## config.mk

```make
export PLATFORM = sky130hd
export DESIGN_NAME = vga_fb_arbiter
export DESIGN_NICKNAME = d
export VERILOG_FILES = /design/src/rtl/vga_fb_arbiter.sv
export SDC_FILE = /design/constraint.sdc
export NUM_CORES = 1
export LEC_CHECK = 0
export ABC_AREA = 1
export BUFFER_PORTS_ARGS = -buffer_cell sky130_fd_sc_hd__buf_2
export CAP_MARGIN = 20
export CORE_ASPECT_RATIO = 0.8
export CORE_UTILIZATION = 39
export CTS_CLUSTER_DIAMETER = 100
export DETAILED_ROUTE_END_ITERATION = 8
export PLACE_DENSITY = 0.77
export SETUP_SLACK_MARGIN = 0.02
export SLEW_MARGIN = 10
export SYNTH_ARGS = -nofsm -noshare
export SYNTH_HDL_FRONTEND = slang
export SYNTH_SLANG_ARGS = --single-unit
```

## constraint.sdc

```tcl
create_clock -name px_clk -period 2.3 [get_ports px_clk]
set_input_delay 0.115 -clock px_clk [delete_from_list [all_inputs] [get_ports px_clk]]
set_output_delay 0.115 -clock px_clk [all_outputs]
set_load 0.05 [all_outputs]
```

## src/rtl/vga_fb_arbiter.sv

```systemverilog
// vga_fb_arbiter
//   Shares one single-port, synchronous-read framebuffer RAM between the
//   display refresh path and a CPU. Display fetches always win; the CPU
//   takes every remaining RAM cycle through a req/ack handshake.
//
// Ports
//   px_clk, rst          pixel clock, synchronous active-high reset
//   disp_active          current pixel is in the visible region
//   line_start           pulse ahead of a visible line (v_addr valid from here)
//   h_addr, v_addr       active-region column / line from the sync generator
//   disp_word(_valid)    fetched display word and its one-cycle update pulse
//   cpu_req/we/addr/wdata  CPU request, held stable until cpu_ack
//   cpu_ack, cpu_rdata   one-cycle completion pulse and read data
//   mem_addr/we/wdata    RAM command, driven combinationally in the issue cycle
//   mem_rdata            RAM read data, one cycle after the address
module vga_fb_arbiter #(
  parameter int ADDR_W         = 17,
  parameter int DATA_W         = 16,
  parameter int WORDS_PER_LINE = 80,
  parameter int PREFETCH_SLOT  = 8
) (
  input  logic              px_clk,
  input  logic              rst,
  input  logic              disp_active,
  input  logic              line_start,
  input  logic [11:0]       h_addr,
  input  logic [10:0]       v_addr,
  output logic [DATA_W-1:0] disp_word,
  output logic              disp_word_valid,
  input  logic              cpu_req,
  input  logic              cpu_we,
  input  logic [ADDR_W-1:0] cpu_addr,
  input  logic [DATA_W-1:0] cpu_wdata,
  output logic              cpu_ack,
  output logic [DATA_W-1:0] cpu_rdata,
  output logic [ADDR_W-1:0] mem_addr,
  output logic              mem_we,
  output logic [DATA_W-1:0] mem_wdata,
  input  logic [DATA_W-1:0] mem_rdata
);

  typedef enum logic {ST_IDLE, ST_CPU_WAIT} cpu_state_t;

  cpu_state_t        r_state;
  cpu_state_t        w_state_nxt;
  logic              r_first_pend;
  logic              r_disp_pend;
  logic              r_cpu_we;
  logic [DATA_W-1:0] r_disp_word;

  logic [ADDR_W-1:0] w_base;
  logic [ADDR_W-1:0] w_word_idx;
  logic [ADDR_W-1:0] w_pf_addr;
  logic              w_prefetch;
  logic              w_issue_first;
  logic              w_issue_pf;
  logic              w_issue_disp;
  logic              w_issue_cpu;
  logic              w_disp_block;

  assign w_base     = ADDR_W'(v_addr) * ADDR_W'(WORDS_PER_LINE);
  assign w_word_idx = ADDR_W'(h_addr[11:4]);
  assign w_pf_addr  = w_base + w_word_idx + ADDR_W'(1);

  assign w_prefetch = !rst && disp_active
                      && (h_addr[3:0] == 4'(PREFETCH_SLOT))
                      && (w_word_idx < ADDR_W'(WORDS_PER_LINE - 1));

  assign w_issue_first = !rst && r_first_pend;
  assign w_issue_pf    = w_prefetch && !r_first_pend;
  assign w_issue_disp  = w_issue_first || w_issue_pf;

  // line_start itself already holds the CPU off, so the first-word fetch
  // (issued the following cycle) is never delayed by a CPU access.
  assign w_disp_block = line_start || r_first_pend || w_prefetch;

  always_comb begin
    w_state_nxt = r_state;
    w_issue_cpu = 1'b0;
    cpu_ack     = 1'b0;
    cpu_rdata   = '0;
    case (r_state)
      ST_IDLE: begin
        if (!rst && cpu_req && !w_disp_block) begin
          w_issue_cpu = 1'b1;
          w_state_nxt = ST_CPU_WAIT;
        end
      end
      ST_CPU_WAIT: begin
        // Never issue here: cpu_req is still held for the request being acked.
        if (!rst) begin
          cpu_ack   = 1'b1;
          cpu_rdata = r_cpu_we ? '0 : mem_rdata;
        end
        w_state_nxt = ST_IDLE;
      end
      default: w_state_nxt = ST_IDLE;
    endcase
  end

  always_comb begin
    mem_addr  = '0;
    mem_we    = 1'b0;
    mem_wdata = '0;
    if (w_issue_first) begin
      mem_addr = w_base;
    end else if (w_issue_pf) begin
      mem_addr = w_pf_addr;
    end else if (w_issue_cpu) begin
      mem_addr  = cpu_addr;
      mem_we    = cpu_we;
      mem_wdata = cpu_wdata;
    end
  end

  always_ff @(posedge px_clk) begin
    if (rst) begin
      r_state      <= ST_IDLE;
      r_first_pend <= 1'b0;
      r_disp_pend  <= 1'b0;
      r_cpu_we     <= 1'b0;
      r_disp_word  <= '0;
    end else begin
      r_state     <= w_state_nxt;
      r_disp_pend <= w_issue_disp;
      if (line_start) begin
        r_first_pend <= 1'b1;
      end else if (w_issue_first) begin
        r_first_pend <= 1'b0;
      end
      if (w_issue_cpu) begin
        r_cpu_we <= cpu_we;
      end
      if (r_disp_pend) begin
        r_disp_word <= mem_rdata;
      end
    end
  end

  // The RAM word is presented straight through in the return cycle and held
  // in r_disp_word afterwards, so disp_word is stable between pulses.
  assign disp_word_valid = r_disp_pend && !rst;
  assign disp_word       = rst ? '0 : (r_disp_pend ? mem_rdata : r_disp_word);

endmodule

```

==> impl_metrics.toml, run 1 <==
[run_status]
outcome = "complete, but fails checks"
violations = "negative setup slack"

[power_and_ir_drop]
swShare = 0.4087
p_leak_nw = 2.131
combPwrFrac = 0.556
seqPwrFrac = 0.230
switchingPower_mw = 0.6581
ir_drop_mv = 0.3634
clock_power_share = 0.214
cellPowerDensity_mw_per_mm2 = 448.0
p_int_mw = 0.9522

[placement]
post-place-ws_ps = -235.4
place_congestion = 0.8514
portBuffers = 145
place_hpwl_mm = 5.680

[worst_setup_path]
worstPathMaxFanout = 3
r2r-end = "r_cpu_we$_SDFFE_PP0P_"
r2r-start = "r_state$_SDFF_PP0_"
worstSetupEndpointType = "output port"
worstSetupPathType = "input port to output port"
r2r_cells = 7
critical_path_required_ps = 2180
cp-start-kind = "input port"
crit_arrival_ps = 2200
r2r_slack_ps = 890

[cells_and_area]
fillers = 491
layout_commonest_cell = "buf_2"
synthToLayoutAreaGrowth_pct = 56.48
drive_above_1_share = 0.4168
antenna_cells = 0
fin_nets = 650
layout_common_cells = "buf_2 (135), nand2_1 (82), inv_1 (68)"

[routing]
detail-route-antenna-nets = 0
firstDrtPassIters = 4
first_iter_violations = 141
drt_wl_total_mm = 7.027
wl_per_cell_um = 11.24
num_vias = 2911
viasPerCell = 4.658
route.detailed.drc = 0

[floorplanning]
io_pins = 146
die_y_um = 70.65
start_util = 0.4135
die_x_um = 87.81
rows = 24
design.core.area_mm2 = 0.005555
design.die.area_mm2 = 0.006203

[timing]
rsz0062_at_grt = "true"
period_needed_ps = 2320
skew_ps = 3.621
setup_ws_ps = -19.77
post-route-period-util = 1.009
hold_violations = 0
finalMaxSlewViolations = 0
relSlewSlack = 0.5916
worst_pin_slew_ps = 611.1
setup_viol = 3
finalHoldWorstSlack_ps = 71.37
fmax_mhz = 431.1

[clocking]
clk_pin_slew_ps = 70
clk_path_buf_depth = 2
numClockSinks = 20
worstSkewPairLatency_ps = 260
cts_tree = "built"
holdBufCountCts = 0
root_buffer = "clkbuf_8"
htreeDepth = 1
cts_made_buffers = 3

[global_route]
grtUsageMet2 = 0.4091
grt_max_degree = 34
grt.met1_usage = 0.2624
grt_pass1_wl_mm = 11.13
grt_pass1_vias = 2610
grt_use_met3 = 0.03851
grtUsageTotal = 0.2220
busiest_layer = "met2"
overflow = 0
grt_antenna_before_repair = 0

[hold_path]
holdPathEnd = "r_first_pend$_SDFFE_PP0P_"
hp-class = "input port to flip-flop"
hold_depth = 3
worstHoldStart = "line_start"

[synth]
yosysWarnings = 0
syn-cell-area_mm2 = 0.002297
yosysTopAreaCell = "dfxtp_1"
synth_fp_nets = 485
post_synth.cell_area_avg_um2 = 5.998
synth_seq_cells = 20
ys_seq_area_frac = 0.1743
synthCells = 383
synth_top_area_share = 0.1743
synth_area_leaders = "dfxtp_1 (17%), nand2_1 (15%), ha_1 (13%)"
yosysUniqueCellTypes = 38

[job]
cap_violations = 0
stage by stage:
step	util	power (mW)	setup TNS, ps	instance area [um2]	cells
floorplan	-	0.9314	-594.3	2370	383
global placement	0.5975	1.171	-674.9	3319	620
detailed placement	0.5975	1.191	-1171	3319	620
CTS	0.6302	1.580	-24.63	3501	624
global route	0.6471	1.729	-595.7	3595	625
finish	0.6471	1.610	-42.22	3595	625
cell families (layout without fill, tap and decap cells):
group | count (synthesis) | after routing | share of synthesized area
compound gates | 57 | 57 | 0.1367
xor+xnor | 12 | 12 | 0.04902
fa+ha+maj | 24 | 24 | 0.1340
buf+inv | 81 | 245 | 0.1372
flops | 20 | 20 | 0.1743
simple gates | 189 | 189 | 0.3687
layout make-up:
class / count / area, um2 / share of cell area
flip-flops and latches: 20 / 400.4 / 0.1114
repair buffers: 168 / 964.7 / 0.2684
inverters: 73 / 276.5 / 0.07692
multi-input cells: 282 / 1784 / 0.4963
clock inverters: 1 / 30.03 / 0.008354
clock buffers: 3 / 41.29 / 0.01149
well taps: 78 / 97.59 / 0.02715
registers in the layout (all words and copies together), names as in the netlist:
name          cells
r_disp_word      16
r_first_pend      1
r_state           1
r_cpu_we          1
r_disp_pend       1
cell usage after synthesis:
cell / number
a21boi_0: 1
a21oi_1: 25
a21oi_2: 1
a22o_1: 1
a22oi_1: 1
a31oi_1: 1
buf_2: 1
buf_6: 1
clkbuf_1: 6
clkinv_1: 1
dfxtp_1: 20
fa_1: 1
ha_1: 23
inv_1: 68
inv_2: 3
inv_4: 1
nand2_1: 90
nand2_2: 6
nand2_4: 2
nand3_1: 23
nand3_2: 2
nand3b_1: 2
nand4_1: 3
nor2_1: 53
nor2_2: 2
nor2_4: 2
nor2_8: 1
nor3_1: 1
nor4_2: 1
o211ai_1: 4
o21a_1: 1
o21ai_0: 20
o21ai_1: 1
o31ai_1: 1
or2_4: 1
xnor2_1: 2
xor2_1: 9
xor2_2: 1
critical path, stage by stage:
cell     delay, ps
buf_8          100
ha_4           230
ha_4           160
fa_2           570
buf_6          120
nand2_4         50
nor2_4         150
nand2_4         70
nor2_4         110
nand2_1         60
nand2_1         70
nand3_2         70
a21oi_2        160
buf_6          170
worst max-delay path by stage:
| stage | cells past startpoint | endpoint | from | slack, ps |
|---|---|---|---|---|
| global placement | 14 | mem_addr[13] | v_addr[1] | -180 |
| global route | 13 | mem_addr[13] | v_addr[3] | -130 |
| detailed placement | 14 | mem_addr[13] | v_addr[1] | -240 |
| floorplan | 11 | mem_addr[12] | v_addr[1] | -100 |
| CTS | 14 | mem_addr[13] | v_addr[3] | -20 |
| finish | 14 | mem_addr[16] | v_addr[3] | -20 |
power by group through the flow:
stage / combinational [mW] / clock (mW) / sequential [mW]
4_1_cts: 0.856 / 0.355 / 0.370
3_3_place_gp: 0.794 / 0 / 0.377
2_1_floorplan: 0.554 / 0 / 0.377
3_5_place_dp: 0.813 / 0 / 0.378
6_report: 0.896 / 0.345 / 0.370
5_1_grt: 0.983 / 0.375 / 0.372
timing repair:
action,4_1_cts,5_1_grt
pin swaps,12,15
endpoints found under the hold margin,0,0
buffers inserted,0,1
resized for setup,26,19
setup endpoints to repair,8,8
routing by layer:
metal  up-vias  share of wire
li1       1532              -
met2       101           0.50
met4         0          0.017
met1      1266           0.43
met3        12          0.059
met5         -              0
Note: power is estimated with default switching activity, not from simulation.
==> inputs of run 2 (changes only) <==
- SETUP_SLACK_MARGIN: 0.02 -> 0.4
==> run 2 against run 1 <==
- worst setup slack worse by 94 ps
- the flow still finishes with violations (negative setup slack)
- via count rose by 3.3%
- highest routed layer unchanged
- fmax decreased by 3.9%
- first-iteration DRC count decreased by 44%
==> impl_metrics.toml, run 2 (same netlist as run 1, synthesis figures left out) <==
[run_status]
outcome = "complete, but fails checks"
violations = "negative setup slack"

[floorplanning]
io_pins = 146
design.core.area_mm2 = 0.005555
rows = 24
start_util = 0.4135
die_y_um = 70.65
die_x_um = 87.81
design.die.area_mm2 = 0.006203

[cells_and_area]
layout_commonest_cell = "buf_2"
seq_area_um2 = 400.4
antenna_cells = 0
largest_register_ffs = 16
fin_nets = 655
drive_above_1_share = 0.4638
synthToLayoutAreaGrowth_pct = 68.14
regMostFlops = "r_disp_word"
multi_input_area_mm2 = 0.001947
fillers = 477
layout_common_cells = "buf_2 (129), nand2_1 (79), inv_1 (68)"

[worst_setup_path]
worstPathMaxFanout = 4
worstSetupPathType = "input port to output port"
worstSetupEndpointType = "output port"
crit_arrival_ps = 2300
critical_path_required_ps = 2180
cp-start-kind = "input port"

[timing]
setup_viol = 5
worst_pin_slew_ps = 450.7
setup_ws_ps = -114.0
finalMaxSlewViolations = 0
period_needed_ps = 2414
finalHoldWorstSlack_ps = 89.36
fmax_mhz = 414.3
relSlewSlack = 0.6985
post-route-period-util = 1.050
hold_violations = 0
rsz0062_at_grt = "true"
skew_ps = 1.552

[clocking]
clk_path_buf_depth = 2
root_buffer = "clkbuf_8"
cts_tree = "built"
clk_pin_slew_ps = 70
worstSkewPairLatency_ps = 250
numClockSinks = 20
htreeDepth = 1
cts_made_buffers = 3

[routing]
num_vias = 3008
first_iter_violations = 79
firstDrtPassIters = 4
wl_per_cell_um = 12.52
detail-route-antenna-nets = 0
drt_wl_total_mm = 7.885
route.detailed.drc = 0
viasPerCell = 4.775

[global_route]
grt_pass1_wl_mm = 11.41
grtUsageTotal = 0.2282
overflow = 0
grt_max_degree = 34
grt_pass1_vias = 2601
grt_antenna_before_repair = 0

[placement]
post-place-ws_ps = -210.6
portBuffers = 145
place_congestion = 0.8325
place_hpwl_mm = 5.817

[power_and_ir_drop]
p_leak_nw = 2.229
cellPowerDensity_mw_per_mm2 = 444.9
ir_drop_mv = 0.3662
power_mw = 1.718

[job]
cap_violations = 0

[hold_path]
hp-class = "input port to flip-flop"
[run 2: cell types whose count changed in the layout (fill, tap and decap cells not counted), sizes merged]
cell,change
clkbuf,-1
buf,+6
[run 2: area by class of cell]
class	count	area share
Timing Repair Buffer	173	0.2750
Multi-Input combinational cell	282	0.5041
Inverter	73	0.07353
Sequential cell	20	0.1037
Tap cell	78	0.02527
Clock buffer	3	0.01069
Clock inverter	1	0.007775
[run 2: critical path: stages]
cell and delay [ps]:
buf_8 100, ha_4 240, ha_4 160, fa_2 550, buf_6 120, nand2_1 80, o21a_1 140, nand3_2 80
nand2_2 90, nor2_4 130, xor2_1 150, nand2_1 100, nand3_4 70, buf_8 140
[run 2: metrics by stage]
stage               instance area [um2]  utilization  setup TNS, ps  std cells
CTS                                3643       0.6559         -40.45        625
floorplan                          2476            -         -100.7        383
global route                       3862       0.6953         -969.6        630
finish                             3862       0.6953         -338.9        630
global placement                   3411       0.6140         -565.7        618
detailed placement                 3411       0.6140          -1023        618
[run 2: final timing paths]
kind | slack [ps] | startpoint | to | depth (start not counted)
worst max-delay path | -110 | v_addr[3] | mem_addr[13] | 14
worst min-delay path | 90 | line_start | r_first_pend$_SDFFE_PP0P_ | 3
worst max register to register | 1040 | r_first_pend$_SDFFE_PP0P_ | r_cpu_we$_SDFFE_PP0P_ | 6
worst min register to register | 470 | r_cpu_we$_SDFFE_PP0P_ | r_cpu_we$_SDFFE_PP0P_ | 2
[run 2: repair_timing]
| item | 4_1_cts | 5_1_grt |
|---|---|---|
| hold buffers | 0 | 0 |
| pin swaps | 19 | 11 |
| setup buffers | 3 | 5 |
| gates resized for setup | 40 | 42 |
| endpoints found under the setup margin | 18 | 22 |
[run 2: metal layers]
metal  GRT usage  vias to the layer above  wire (um)
li1            -                     1543          -
met1      0.2905                     1334       3376
met2      0.4065                      109       3922
met3     0.03267                       22        386
met4     0.04736                        0        199
met5           0                        -          0
[run 2: power breakdown]
part / leakage [nW] / internal, mW / switching, mW
clock: 0.0357 / 0.232 / 0.115
combinational: 2.03 / 0.402 / 0.600
sequential: 0.164 / 0.364 / 0.00561
total: 2.23 / 0.998 / 0.721
==> inputs of run 3 (changes only) <==
- GPL_TIMING_DRIVEN: unset -> 0
==> run 3 against run 2 <==
- the flow still finishes with violations (negative setup slack)
- clock skew is essentially flat
- routed wire length grew 2.9%
- sequential share of layout area shrank 0.12 points
- final cell count shrank 0.32%
- global-route usage grew 0.060 points
==> impl_metrics.toml, run 3 (same netlist as run 1, synthesis figures left out) <==
[clocking]
cts_made_buffers = 3
cts_tree = "built"
clk_path_buf_depth = 2
holdBufCountCts = 0
root_buffer = "clkbuf_8"
numClockSinks = 20
htreeDepth = 1
clk_pin_slew_ps = 70
worstSkewPairLatency_ps = 260

[floorplanning]
design.core.area_mm2 = 0.005555
design.die.area_mm2 = 0.006203
rows = 24
die_y_um = 70.65
io_pins = 146
die_x_um = 87.81
start_util = 0.4135

[worst_setup_path]
crit_arrival_ps = 2330
worstSetupPathType = "input port to output port"
worstPathMaxFanout = 3
r2r-start = "r_state$_SDFF_PP0_"
worstSetupEndpointType = "output port"
r2r_slack_ps = 1060
r2r_cells = 7
critical_path_required_ps = 2180
r2r-end = "r_cpu_we$_SDFFE_PP0P_"
cp-start-kind = "input port"
cp-startpoint = "v_addr[3]"

[timing]
period_needed_ps = 2445
fmax_mhz = 408.9
relSlewSlack = 0.7222
finalMaxSlewViolations = 0
rsz0062_at_grt = "true"
setup_ws_ps = -145.3
worst_pin_slew_ps = 416.7
hold_violations = 0
post-route-period-util = 1.063
setup_viol = 5
skew_ps = 1.801

[power_and_ir_drop]
ir_drop_mv = 0.2214
power_mw = 1.670
p_leak_nw = 2.213
cellPowerDensity_mw_per_mm2 = 427.2

[global_route]
overflow = 0
grt_max_degree = 13
grtUsageTotal = 0.2288
grt_pass1_wl_mm = 11.39
grt_antenna_before_repair = 0
grt_pass1_vias = 2647

[cells_and_area]
fin_util = 0.7036
fin_nets = 653
drive_above_1_share = 0.4564
layout_common_cells = "buf_2 (119), nand2_1 (81), inv_1 (68)"
largest_register_ffs = 16
synthToLayoutAreaGrowth_pct = 70.15
antenna_cells = 0
regMostFlops = "r_disp_word"
layout_commonest_cell = "buf_2"

[routing]
route.detailed.drc = 0
firstDrtPassIters = 4
first_iter_violations = 143
drt_wl_total_mm = 8.114
wl_per_cell_um = 12.92
detail-route-antenna-nets = 0
viasPerCell = 4.844
num_vias = 3042

[hold_path]
hold_depth = 3
holdPathEnd = "r_first_pend$_SDFFE_PP0P_"
hp-class = "input port to flip-flop"
worstHoldStart = "line_start"

[placement]
place_congestion = 0.8841
post-place-ws_ps = -335.0
portBuffers = 145
place_hpwl_mm = 5.884

[run_status]
violations = "negative setup slack"
outcome = "complete, but fails checks"

[job]
cap_violations = 0
==> run 3: what timing repair did <==
| action | in CTS | in global routing |
|---|---|---|
| cloned | 0 | 2 |
| endpoints found under the hold margin | 0 | 0 |
| pin swaps | 18 | 20 |
| endpoints found under the setup margin | 17 | 28 |
| gates resized for setup | 44 | 75 |
| setup buffers | 6 | 10 |
==> run 3: worst max-delay path by stage <==
| stage | endpoint | depth (start not counted) |
|---|---|---|
| floorplan | mem_addr[12] | 11 |
| global placement | mem_addr[13] | 14 |
| detailed placement | mem_addr[13] | 14 |
| CTS | mem_addr[13] | 14 |
| global route | mem_addr[13] | 14 |
| finish | mem_addr[13] | 13 |
==> run 3: layout make-up <==
| cell class | count | area (um2) |
|---|---|---|
| multi-input cells | 282 | 1962 |
| fillers | 471 | 1647 |
| repair buffers | 162 | 1032 |
| flip-flops and latches | 20 | 400.4 |
| inverters | 73 | 289.0 |
| well taps | 78 | 97.59 |
| plain buffers | 8 | 50.05 |
| clock buffers | 3 | 41.29 |
| clock inverters | 1 | 30.03 |
| repair inverters | 1 | 6.256 |
==> run 3: metal layers <==
layer / vias to the layer above / track usage / share of wire
li1: 1534 / - / -
met1: 1379 / 0.2781 / 0.41
met2: 121 / 0.4358 / 0.53
met3: 8 / 0.03267 / 0.056
met4: 0 / 0.02186 / 0.0080
met5: - / 0 / 0
==> run 3: metrics by stage <==
| stage | area [um2] | TNS (ps) | instances | hold slack (ps) |
|---|---|---|---|---|
| 2_1_floorplan | 2476 | -100.7 | 383 | 184.1 |
| 3_3_place_gp | 3299 | -1069 | 606 | 332.6 |
| 5_1_grt | 3909 | -1017 | 628 | 91.04 |
| 3_5_place_dp | 3299 | -1281 | 606 | 342.3 |
| 6_report | 3909 | -522.1 | 628 | 95.72 |
| 4_1_cts | 3561 | -205.2 | 616 | 73.53 |
==> run 3: worst max-delay path, stage by stage <==
cell     delay [ps]
buf_8           100
ha_4            230
ha_4            160
fa_2            590
nand2_2         100
o21a_1          210
nand3_4         100
nand2_4          60
nor2_4          150
xor2_1          150
nand2_1         120
nand3_4          80
buf_8           140
==> run 3: power breakdown <==
| group | total, mW | switching (mW) | internal, mW | leakage [nW] |
|---|---|---|---|---|
| Combinational | 0.951 | 0.582 | 0.369 | 2.01 |
| Sequential | 0.371 | 0.00692 | 0.364 | 0.164 |
| Clock | 0.348 | 0.116 | 0.232 | 0.0357 |
